==> src/rtl/mul8_pkg.sv <==
// Shared definitions for the mul8 multiplier datapath: product width, accumulator
// state encoding and the saturating adder used by the accumulator stages.
package mul8_pkg;

  localparam int MUL8_PW   = 16;
  // Widest accumulator sat_add supports; callers slice the low `width` bits.
  localparam int SAT_MAX_W = 48;

  typedef enum logic [0:0] {
    EMPTY = 1'b0,
    ACCUM = 1'b1
  } acc_state_e;

  typedef struct packed {
    logic                 ovf;
    logic [SAT_MAX_W-1:0] sum;
  } sat_add_t;

  // base must already fit in `width` bits, so any carry past the limit means overflow.
  function automatic sat_add_t sat_add(input logic [SAT_MAX_W-1:0] base,
                                       input logic [MUL8_PW-1:0]   p,
                                       input int unsigned          width);
    sat_add_t           r;
    logic [SAT_MAX_W:0] full;
    logic [SAT_MAX_W:0] lim;
    full  = {1'b0, base} + {{(SAT_MAX_W + 1 - MUL8_PW){1'b0}}, p};
    lim   = ((SAT_MAX_W + 1)'(1) << width) - (SAT_MAX_W + 1)'(1);
    r.ovf = (full > lim);
    r.sum = r.ovf ? lim[SAT_MAX_W-1:0] : full[SAT_MAX_W-1:0];
    return r;
  endfunction

endpackage

==> src/rtl/mul8_acc_outreg.sv <==
// One-entry result register with valid/ready; a load may coincide with the
// consumer taking the current entry, giving back-to-back results with no bubble.
module mul8_acc_outreg #(
  parameter int W = 8
) (
  input  logic         clk,
  input  logic         rst,
  input  logic         load,
  input  logic [W-1:0] in_data,
  output logic         in_ready,
  input  logic         out_ready,
  output logic         out_valid,
  output logic [W-1:0] out_data
);

  logic         valid_q, valid_d;
  logic [W-1:0] data_q, data_d;

  // Valid/ready: a transfer happens on a rising edge where valid & ready are both 1;
  // valid never depends on ready, and the producer holds its data until it transfers.
  // load must only be asserted while in_ready is 1.
  always_comb begin
    valid_d  = valid_q;
    data_d   = data_q;
    in_ready = ~valid_q | out_ready;
    if (load) begin
      valid_d = 1'b1;
      data_d  = in_data;
    end else if (out_ready) begin
      valid_d = 1'b0;
    end
  end

  always_ff @(posedge clk) begin
    if (rst) begin
      valid_q <= 1'b0;
      data_q  <= '0;
    end else begin
      valid_q <= valid_d;
      data_q  <= data_d;
    end
  end

  assign out_valid = valid_q;
  assign out_data  = data_q;

endmodule

==> src/rtl/mul8_dot_acc.sv <==
// Streaming saturating dot-product accumulator: sums 16-bit products per vector
// (closed by P_LAST or the term limit) and presents each sum in a result register.
module mul8_dot_acc
  import mul8_pkg::*;
#(
  parameter int ACC_W = 24,
  parameter int CNT_W = 8
) (
  input  logic               CLK,
  input  logic               RST,
  input  logic [MUL8_PW-1:0] P,
  input  logic               P_VALID,
  input  logic               P_LAST,
  output logic               P_READY,
  output logic [ACC_W-1:0]   S,
  output logic [CNT_W:0]     S_CNT,
  output logic               S_SAT,
  output logic               S_FORCED,
  output logic               S_VALID,
  input  logic               S_READY,
  output logic               dbg_state
);

  localparam int             RES_W     = ACC_W + CNT_W + 3;
  localparam logic [CNT_W:0] CNT_LIMIT = {1'b1, {CNT_W{1'b0}}};

  acc_state_e       state_q, state_d;
  logic [ACC_W-1:0] acc_q, acc_d;
  logic [CNT_W:0]   cnt_q, cnt_d;
  logic             sat_q, sat_d;

  logic [ACC_W-1:0] acc_base, acc_sum;
  logic [CNT_W:0]   cnt_base, cnt_inc;
  logic             sat_base, sat_now;
  sat_add_t         sum_r;
  logic             beat_accept, beat_final, res_load, res_in_ready;
  logic [RES_W-1:0] res_in, res_out;

  always_comb begin
    acc_base    = (state_q == ACCUM) ? acc_q : '0;
    cnt_base    = (state_q == ACCUM) ? cnt_q : '0;
    sat_base    = (state_q == ACCUM) ? sat_q : 1'b0;
    sum_r       = sat_add(SAT_MAX_W'(acc_base), P, ACC_W);
    acc_sum     = sum_r.sum[ACC_W-1:0];
    sat_now     = sat_base | sum_r.ovf;
    cnt_inc     = cnt_base + (CNT_W + 1)'(1);
    P_READY     = ~RST & res_in_ready;
    beat_accept = P_VALID & P_READY;
    // The term limit closes a vector even without P_LAST, so cnt never wraps.
    beat_final  = P_LAST | (cnt_inc == CNT_LIMIT);
    res_load    = beat_accept & beat_final;
    res_in      = {acc_sum, cnt_inc, sat_now, ~P_LAST};

    state_d = state_q;
    acc_d   = acc_q;
    cnt_d   = cnt_q;
    sat_d   = sat_q;
    if (beat_accept) begin
      if (beat_final) begin
        state_d = EMPTY;
        acc_d   = '0;
        cnt_d   = '0;
        sat_d   = 1'b0;
      end else begin
        state_d = ACCUM;
        acc_d   = acc_sum;
        cnt_d   = cnt_inc;
        sat_d   = sat_now;
      end
    end
  end

  always_ff @(posedge CLK) begin
    if (RST) begin
      state_q <= EMPTY;
      acc_q   <= '0;
      cnt_q   <= '0;
      sat_q   <= 1'b0;
    end else begin
      state_q <= state_d;
      acc_q   <= acc_d;
      cnt_q   <= cnt_d;
      sat_q   <= sat_d;
    end
  end

  if (ACC_W < SAT_MAX_W) begin : g_sum_hi
    logic sum_hi_unused;
    assign sum_hi_unused = ^sum_r.sum[SAT_MAX_W-1:ACC_W];
  end

  mul8_acc_outreg #(
    .W(RES_W)
  ) u_outreg (
    .clk      (CLK),
    .rst      (RST),
    .load     (res_load),
    .in_data  (res_in),
    .in_ready (res_in_ready),
    .out_ready(S_READY),
    .out_valid(S_VALID),
    .out_data (res_out)
  );

  assign S         = res_out[RES_W-1 -: ACC_W];
  assign S_CNT     = res_out[CNT_W+2 -: CNT_W+1];
  assign S_SAT     = res_out[1];
  assign S_FORCED  = res_out[0];
  assign dbg_state = state_q;

endmodule
==> config.mk <==
export PLATFORM = sky130hd
export DESIGN_NAME = mul8_dot_acc
export DESIGN_NICKNAME = d
export VERILOG_FILES = /design/src/rtl/mul8_pkg.sv /design/src/rtl/mul8_acc_outreg.sv /design/src/rtl/mul8_dot_acc.sv
export SDC_FILE = /design/constraint.sdc
export NUM_CORES = 1
export LEC_CHECK = 0
export ABC_AREA = 1
export CAP_MARGIN = 5
export CELL_PAD_IN_SITES_DETAIL_PLACEMENT = 1
export CELL_PAD_IN_SITES_GLOBAL_PLACEMENT = 1
export CORE_UTILIZATION = 35
export DETAILED_ROUTE_END_ITERATION = 8
export GPL_TIMING_DRIVEN = 0
export PLACE_DENSITY = 0.74
export SLEW_MARGIN = 20
export SYNTH_ARGS = -nofsm -noshare
export SYNTH_HDL_FRONTEND = slang
export SYNTH_SLANG_ARGS = --single-unit
==> constraint.sdc <==
create_clock -name CLK -period 3.4 [get_ports CLK]
set_input_delay 0.34 -clock CLK [delete_from_list [all_inputs] [get_ports CLK]]
set_output_delay 0.34 -clock CLK [all_outputs]
set_load 0.005 [all_outputs]
==> key figures, run 1 <==
Run status
  – Status: complete, no violations

Layout
  – Post-route insts no fill: 1,021
  – Register area: 0.00142 mm^2
  – FILL cells: 1,732
  – Share of layout cells above drive strength 1: 6.48%
  – Finished Cell Area: 0.00576 mm^2
  – Multi-input logic area: 0.00264 mm^2
  – Layout overhead on the synthesized area: 24.3%
  – Number of diodes: 0
  – Nets: 886
  – Final core utilization: 45.1%

Floorplanning
  – Die Wd: 117 um
  – Starting Density: 36.3%
  – Rows: 41
  – Die Ht: 117 um
  – Top-level port count: 59
  – Full die area: 0.0137 mm^2
  – Core Area: 0.0128 mm^2

Min path
  – Worst Hold Depth: 2
  – Min-delay src: RST
  – Hold EP: acc_q[22]
  – Hold Path Class: in2reg

Placed design
  – GPL Wtd Cong: 0.845
  – Dpl cells: 1,007
  – Port buffer count: 57
  – Post-Place Worst Slack: -0.766 ns
  – Post-placement cell area: 0.00542 mm^2
  – Hpwl dp: 12.1 mm

Timing
  – Final hold vios: 0
  – Setup violators final: 0
  – Final period util: 92.5%
  – Measured slew at the worst slew-check pin: 0.562 ns
  – Clock Skews: 0.00743 ns
  – Final Slew Violations: 0
  – Fmax achieved: 0.318 GHz
  – Post-layout minimum cycle time: 3.14 ns
  – RSZ-0062 raised after global routing: no
  – Min setup slack post-route: 0.256 ns
  – TNS Setup: 0 ns
  – Hold WS: 0.334 ns
  – Max-slew headroom: 62.5%

Setup path
  – Critical path launch point type: flip-flop
  – CP required: 3.67 ns
  – CP cell instances: buf_6 > buf_6 > clkbuf_8 > buf_6 > nand2_1 > inv_1 > ha_1 > inv_1 > fa_2 > nor2_1 > o21ai_0 > nand2_1 > nand2_1 > nand2_2 > nand2_2 > buf_4 > nand2_1 > o21ai_0 > nor2_1
  – Slowest stage cell, crit path: fa_2
  – Reg2reg end: u_outreg.out_data[20]
  – Worst Path Max Fanout: 19
  – Crit path buf inv count: 7
  – Arr. time, crit path: 3.41 ns
  – Setup CP Type: reg2reg
  – CP most frequent cell: nand2_1
  – Largest stage delay, worst path: 0.38 ns
  – CP endpoint kind: flip-flop
  – Worst R2R Setup Slack: 0.26 ns
  – Reg2Reg Launch Point: dbg_state
  – Depth of the most critical reg-to-reg path: 19
  – CP delay by family, top: buffers and inverters

CTS
  – CTS tree: done
  – Longest Clk Path Bufs: 2
  – Reg clk slew, reported paths: 0.06 ns
  – CTS HTree Levels: 3
  – Later-pin clock latency in the skew report: 0.34 ns
  – Clk root buf: clkbuf_16
  – CTS buffer count: 9
  – CTS Sinks: 71

Flow run
  – Maxcap violations: 0

GRT
  – Total grt overflow: 0
  – Total Routing Usage GR: 23.2%
  – Pin count of the biggest net entering global routing: 12
  – Vias in the first global route: 5,156
  – Antenna violations before repair: 0
  – First-pass GRT wire length: 24.5 mm

Power and ir drop
  – Reg power frac: 41.7%
  – P_leak: 2.87 nW
  – Combinational Power Share: 12.8%
  – VDD IR max: 0.230 mV
  – PwrDens: 365 mW/mm^2
  – Cell Int Power: 1.58 mW
  – Total power: 2.10 mW
  – Net Sw Frac: 24.9%
  – Power share of the clock group: 45.5%
  – Switching power: 0.525 mW

Route
  – DR vias: 4,951
  – Pre-Repair DR Iteration Count: 4
  – Post-route ant nets: 0
  – Via/cell ratio: 4.85
  – DR iter-0 viols: 174
  – Routed WL per cell: 14.6 um
  – Residual DRC: 0
  – Routed wire length: 14.9 mm

Synth
  – Mapped Nets: 818
  – Mapped Area: 0.00463 mm^2
  – Yosys reg bits: 71
  – Post-Syn Instances: 778
  – Avg Cell Area, Syn: 5.96 um^2
  – YS warnings: 0
  – Register area share after synthesis: 30.7%
  – Largest area contributor in the netlist: dfxtp_1
  – Synth unique cells: 32
  – Synth top area share: 30.7%
  – Ranking of synthesized cells by area: dfxtp_1, nand2_1, inv_1
## layout make-up
type                    instances  area share, %
clock buffers                  11           4.39
plain buffers                  25           2.93
flip-flops and latches         71           24.7
clock inverters                 3          0.760
repair buffers                 58           10.0
inverters                     116           7.60
well taps                     172           3.74
multi-input cells             565           45.9
## worst reg2reg max path, cell delays in order, from the launching register on
cell	delay (ns)
dfxtp_1	0.35
buf_6	0.15
buf_6	0.19
clkbuf_8	0.20
buf_6	0.17
nand2_1	0.06
inv_1	0.05
ha_1	0.16
inv_1	0.06
fa_2	0.38
nor2_1	0.12
o21ai_0	0.08
nand2_1	0.12
nand2_1	0.10
nand2_2	0.14
nand2_2	0.11
buf_4	0.20
nand2_1	0.16
o21ai_0	0.13
nor2_1	0.12
## sequential cells by signal, summed over array words and instances (netlist names)
| register | count |
|---|---|
| acc_q | 24 |
| cnt_q | 9 |
| dbg_state | 1 |
| sat_q | 1 |
| u_outreg.out_data | 35 |
| u_outreg.out_valid | 1 |
## synth_stat cells, drive strengths merged
| library cell | n |
|---|---|
| xnor2 | 6 |
| nor2 | 114 |
| o31ai | 1 |
| or2 | 2 |
| nand2 | 286 |
| nand4 | 9 |
| xor2 | 3 |
| clkbuf | 11 |
| inv | 116 |
| nor3 | 1 |
| dfxtp | 71 |
| a21oi | 43 |
| o21ai | 26 |
| fa | 1 |
| ha | 18 |
| buf | 15 |
| and2 | 1 |
| nand3b | 4 |
| o21bai | 4 |
| nand3 | 46 |
## power by group through the flow
stage,clock network (mW),registers [mW],logic [mW]
3_5_place_dp,0,0.895,0.268
5_1_grt,1.00,0.879,0.303
4_1_cts,0.971,0.877,0.274
6_report,0.957,0.876,0.270
2_1_floorplan,0,0.894,0.145
3_3_place_gp,0,0.893,0.262
## cell families (layout without fill, tap and decap cells)
logic type	Yosys count	after routing	share of synthesized area (%)
buf+inv	142	213	12.8
fa+ha+maj	19	19	5.29
compound gates	74	74	8.26
flops	71	71	30.7
simple gates	463	463	41.2
xor+xnor	9	9	1.70
## placed cells by master (no fill, tap or decap), types with 5 or more instances in the layout
master,n
a21oi_1,41
buf_4,5
buf_6,6
clkbuf_1,9
clkbuf_16,9
clkdlybuf4s50_1,57
dfxtp_1,71
ha_1,18
inv_1,115
nand2_1,277
nand2_2,7
nand3_1,43
nand4_1,8
nor2_1,108
o21ai_0,14
o21ai_1,12
xnor2_1,6
## layer usage
layer	GRT usage, %	share of wire (%)	up-vias
li1	-	-	2513
met1	28.3	46	2341
met2	41.7	49	78
met3	2.88	2.7	19
met4	8.95	1.9	0
met5	0	0	-
## how the worst max path moves through the flow
stage	startpoint	to	depth (start not counted)
CTS	dbg_state	u_outreg.out_data[22]	19
floorplan	dbg_state	acc_q[15]	20
global placement	dbg_state	u_outreg.out_data[20]	17
global route	dbg_state	u_outreg.out_data[20]	19
detailed placement	dbg_state	u_outreg.out_data[20]	17
finish	dbg_state	u_outreg.out_data[20]	19
## repair_timing
action                     CTS  global route
setup buffers                0             1
pin swaps                    0             1
hold buffers                 0             0
gates resized for setup      9             5
setup endpoints to repair   71            37
(Power assumes the default switching activity.)
==> run 2, diff against run 1 <==
- CELL_PAD_IN_SITES_GLOBAL_PLACEMENT: 1 -> 2
- CORE_UTILIZATION: 35 -> 29
- PLACE_DENSITY: 0.74 -> 0.8
==> run 2 against run 1 <==
Compared with the run above: via count is 2.2% lower; largest power group unchanged; global-route usage is 4.0 points lower; first-iteration DRC count is 9.8% lower; largest cell class unchanged; wire length hardly changed; non-clock buffer count is 1 lower; final cell count is 3.9% higher; critical path type unchanged; design area is 0.63% higher; highest routed layer unchanged; die area is 20% higher.
==> key figures, run 2 (synthesis results as in run 1) <==
Power and ir drop
  – Cell Int Power: 1.55 mW
  – P_leak: 2.86 nW
  – PwrDens: 360 mW/mm^2
  – Net Sw Frac: 25.9%
  – Reg power frac: 41.9%
  – VDD IR max: 0.219 mV
  – Power share of the clock group: 45.2%
  – Total power: 2.09 mW
  – Combinational Power Share: 12.8%
  – Switching power: 0.540 mW

Setup path
  – Worst setup endpoint: u_outreg.out_data[20]
  – Worst R2R Setup Slack: 0.32 ns
  – CP most frequent cell: nand2_1
  – Crit path buf inv count: 6
  – Setup CP Type: reg2reg
  – Reg2reg end: u_outreg.out_data[20]
  – Critical path depth in cells: 19
  – CP delay by family, top: simple AND/OR/NAND/NOR gates
  – Crit path from: dbg_state
  – Slowest stage cell, crit path: dfxtp_1
  – Worst Path Max Fanout: 19
  – CP required: 3.62 ns
  – CP cell instances: buf_6 > buf_6 > clkbuf_8 > buf_6 > nand2_1 > inv_1 > ha_1 > nand2_1 > nor2_4 > nand2_1 > nand2_1 > nand2_1 > nor2_2 > nand4_2 > nand2_4 > nand2_4 > clkbuf_2 > o21ai_0 > nor2_1
  – Depth of the most critical reg-to-reg path: 19
  – Largest stage delay, worst path: 0.34 ns
  – Reg2Reg Launch Point: dbg_state
  – Arr. time, crit path: 3.30 ns
  – Critical path launch point type: flip-flop
  – CP endpoint kind: flip-flop

Timing
  – Final period util: 90.7%
  – Fmax achieved: 0.324 GHz
  – Clock Skews: 0.0146 ns
  – RSZ-0062 raised after global routing: no
  – Max-slew headroom: 61.8%
  – Measured slew at the worst slew-check pin: 0.573 ns
  – Final Slew Violations: 0
  – Post-layout minimum cycle time: 3.08 ns
  – Final hold vios: 0
  – Setup violators final: 0

Layout
  – Share of layout cells above drive strength 1: 6.35%
  – Nets: 885
  – Commonest cells after routing, fill and taps aside: nand2_1, inv_1, nor2_1, dfxtp_1, clkdlybuf4s50_1
  – Max reg flops: 35
  – Number of diodes: 0
  – Layout overhead on the synthesized area: 25.1%
  – Final core utilization: 37.7%
  – Commonest non-fill, non-tap cell in the layout: nand2_1

Route
  – Via/cell ratio: 4.57
  – DR iter-0 viols: 157
  – DR vias: 4,844
  – Residual DRC: 0
  – Met1 wire length: 6.98 mm
  – DR WL met3: 298 um
  – Post-route ant nets: 0
  – Routed wire length: 14.8 mm
  – DR top layer: met4
  – Pre-Repair DR Iteration Count: 4
  – Metal2 WL: 7.45 mm
  – Routed WL per cell: 14.0 um

CTS
  – Setup Buffers After CTS: 0
  – CTS Hold Buffers Added: 0
  – CTS Sinks: 71
  – CTS buffer count: 9
  – Clk root buf: clkbuf_16
  – Longest Clk Path Bufs: 2
  – Later-pin clock latency in the skew report: 0.34 ns
  – CTS HTree Levels: 3
  – CTS tree: done
  – Reg clk slew, reported paths: 0.06 ns

Placed design
  – Port buffer count: 57
  – Hpwl dp: 12.2 mm
  – GPL Wtd Cong: 0.838

GRT
  – Vias in the first global route: 4,967
  – Total Routing Usage GR: 19.3%
  – Total grt overflow: 0
  – Antenna violations before repair: 0
  – First-pass GRT wire length: 24.5 mm
  – Pin count of the biggest net entering global routing: 13

Floorplanning
  – Core Area: 0.0154 mm^2
  – Rows: 45
  – Top-level port count: 59
  – Die Ht: 128 um
  – Full die area: 0.0165 mm^2
  – Starting Density: 30.1%
  – Die Wd: 128 um

Run status
  – Status: complete, no violations

Min path
  – Min-delay src: RST
  – Hold Path Class: in2reg

Flow run
  – Maxcap violations: 0
[run 2: what timing repair did]
action	CTS	global route
endpoints found under the setup margin	71	51
hold endpoints to repair	0	0
gates cloned	0	0
gates resized for setup	9	8
[run 2: stage by stage]
step	instances	worst slack, ns	setup TNS, ns	hold slack (ns)	instance area (um^2)
after global routing	1061	0.0474	0	0.328	5800
final	1061	0.318	0	0.313	5800
after CTS	1062	0.0229	0	0.310	5790
after floorplan	778	0.328	0	0.445	4630
after detailed placement	1046	-0.755	-35.13	0.458	5470
after global placement	1046	-0.688	-29.75	0.452	5470
[run 2: power by group through the flow]
stage	registers [mW]	clock network (mW)	logic, mW
finish	0.876	0.944	0.268
global route	0.879	1.01	0.302
CTS	0.876	0.975	0.274
detailed placement	0.894	0	0.270
global placement	0.893	0	0.265
floorplan	0.894	0	0.145
[run 2: worst min-delay path by stage]
stage	slack [ns]	end	depth (start not counted)
after global routing	0.33	acc_q[22]	2
after global placement	0.45	sat_q	2
final	0.31	u_outreg.out_valid	2
after floorplan	0.45	acc_q[0]	2
after CTS	0.31	u_outreg.out_valid	2
after detailed placement	0.46	cnt_q[8]	2
[run 2: worst register-to-register path, cell delays in order (launching register included)]
cell	delay [ns]
dfxtp_1	0.34
buf_6	0.16
buf_6	0.20
clkbuf_8	0.21
buf_6	0.16
nand2_1	0.07
inv_1	0.08
ha_1	0.19
nand2_1	0.12
nor2_4	0.15
nand2_1	0.07
nand2_1	0.06
nand2_1	0.14
nor2_2	0.13
nand4_2	0.14
nand2_4	0.13
nand2_4	0.10
clkbuf_2	0.23
o21ai_0	0.22
nor2_1	0.06
[run 2: layout make-up]
class / count / area [um^2]
buffer: 25 / 169
clock buffer: 11 / 233
clock inverter: 5 / 58.8
fill: 2049 / 9570
inverter: 116 / 438
multi-input combinational: 565 / 2640
sequential: 71 / 1420
tap: 211 / 264
timing repair buffer: 57 / 571
[run 2: layer usage]
metal | GRT usage (%) | vias to the layer above
li1 | - | 2514
met1 | 23.8 | 2278
met2 | 34.7 | 41
met3 | 2.87 | 11
met4 | 5.19 | 0
met5 | 0 | -
==> run 3, diff against run 2 <==
- CTS_BUF_LIST: default -> sky130_fd_sc_hd__clkbuf_4 sky130_fd_sc_hd__clkbuf_8 sky130_fd_sc_hd__clkbuf_16
==> run 3 against run 2 <==
Compared with the run above: worst setup slack better by 0.0073 ns; global-route usage is 0.12 points higher; non-clock buffer count stayed put; design area is 0.13% higher; highest routed layer unchanged.
==> key figures, run 3 (synthesis results as in run 1) <==
Setup path
  – Worst R2R Setup Slack: 0.32 ns
  – Reg2reg end: u_outreg.out_data[20]
  – Arr. time, crit path: 3.30 ns
  – CP required: 3.62 ns
  – Critical path launch point type: flip-flop
  – Reg2Reg Launch Point: dbg_state
  – CP endpoint kind: flip-flop
  – Depth of the most critical reg-to-reg path: 19
  – Setup CP Type: reg2reg
  – Worst Path Max Fanout: 19

Timing
  – Clock Skews: 0.0126 ns
  – TNS Setup: 0 ns
  – Max-slew headroom: 62.6%
  – RSZ-0062 raised after global routing: no
  – Min setup slack post-route: 0.325 ns
  – Measured slew at the worst slew-check pin: 0.561 ns
  – Final hold vios: 0
  – Final period util: 90.4%
  – Setup violators final: 0
  – Final Slew Violations: 0
  – Fmax achieved: 0.325 GHz
  – Post-layout minimum cycle time: 3.08 ns

Layout
  – Nets: 885
  – Commonest cells after routing, fill and taps aside: nand2_1, inv_1, nor2_1, dfxtp_1, clkdlybuf4s50_1
  – Number of diodes: 0
  – Final core utilization: 37.8%
  – Layout overhead on the synthesized area: 25.3%
  – Share of layout cells above drive strength 1: 6.59%
  – Max reg flops: 35
  – Commonest non-fill, non-tap cell in the layout: nand2_1

Floorplanning
  – Full die area: 0.0165 mm^2
  – Die Wd: 128 um
  – Die Ht: 128 um
  – Starting Density: 30.1%
  – Top-level port count: 59
  – Rows: 45
  – Core Area: 0.0154 mm^2

CTS
  – Setup Buffers After CTS: 0
  – Longest Clk Path Bufs: 2
  – CTS Hold Buffers Added: 0
  – Later-pin clock latency in the skew report: 0.34 ns
  – Reg clk slew, reported paths: 0.06 ns
  – Clk root buf: clkbuf_16
  – CTS Sinks: 71
  – CTS tree: done
  – # resized after CTS: 9
  – CTS buffer count: 9
  – CTS HTree Levels: 3

GRT
  – Total grt overflow: 0
  – Total Routing Usage GR: 19.4%
  – Pin count of the biggest net entering global routing: 13
  – First-pass GRT wire length: 24.7 mm
  – Vias in the first global route: 4,999
  – Antenna violations before repair: 0

Placed design
  – Hpwl dp: 12.2 mm
  – GPL Wtd Cong: 0.838
  – Post-Place Worst Slack: -0.755 ns
  – Port buffer count: 57

Flow run
  – Maxcap violations: 0

Route
  – Pre-Repair DR Iteration Count: 4
  – Post-route ant nets: 0
  – Routed wire length: 15.0 mm
  – Routed WL per cell: 14.1 um
  – DR vias: 4,864
  – Via/cell ratio: 4.58
  – DR iter-0 viols: 142
  – Residual DRC: 0

Power and ir drop
  – P_leak: 2.86 nW
  – PwrDens: 364 mW/mm^2
  – VDD IR max: 0.208 mV

Min path
  – Worst Hold Depth: 2
  – Hold EP: u_outreg.out_valid
  – Hold Path Class: in2reg
  – Min-delay src: RST

Run status
  – Status: complete, no violations
==> run 3: critical path: stages, from the launching register on <==
cell and delay [ns]:
dfxtp_1 0.34, buf_6 0.16, buf_6 0.20, clkbuf_8 0.21, buf_6 0.16, nand2_1 0.07, inv_1 0.08, ha_1 0.19
nand2_1 0.12, nor2_4 0.15, nand2_1 0.07, nand2_1 0.06, nand2_1 0.14, nor2_2 0.13, nand4_2 0.14, nand2_4 0.13
nand2_4 0.10, clkbuf_2 0.23, o21ai_0 0.22, nor2_1 0.06
==> run 3: how the worst max path moves through the flow <==
stage / start / to / cells after the start
CTS: dbg_state / acc_q[23] / 19
detailed placement: dbg_state / acc_q[15] / 20
floorplan: dbg_state / acc_q[15] / 20
global placement: dbg_state / acc_q[15] / 20
finish: dbg_state / u_outreg.out_data[20] / 19
global route: dbg_state / u_outreg.out_data[17] / 19
==> run 3: layout make-up <==
cell class	instances	area, um^2
Tap cell	211	264
Multi-Input combinational cell	565	2640
Timing Repair Buffer	57	571
Clock inverter	5	58.8
Buffer	25	169
Fill cell	2044	9570
Inverter	116	438
Clock buffer	11	240
Sequential cell	71	1420
==> run 3: power by group <==
part	switching (mW)	internal (mW)
clock	0.382	0.585
combinational	0.150	0.119
sequential	0.0148	0.861
==> run 3: through the flow <==
stage / cells / power [mW] / cell area (um^2) / hold WS, ns
floorplan: 778 / 1.04 / 4630 / 0.445
global placement: 1046 / 1.16 / 5470 / 0.452
detailed placement: 1046 / 1.16 / 5470 / 0.458
CTS: 1062 / 2.14 / 5790 / 0.310
global route: 1061 / 2.21 / 5800 / 0.328
finish: 1061 / 2.11 / 5800 / 0.311
==> run 3: metal layers <==
metal | track usage (%) | vias to the layer above | share of wire [%]
met5 | 0 | - | 0
met4 | 5.61 | 0 | 1.3
met3 | 2.95 | 15 | 2.0
met2 | 35.1 | 45 | 50
met1 | 23.6 | 2289 | 47
li1 | - | 2515 | -
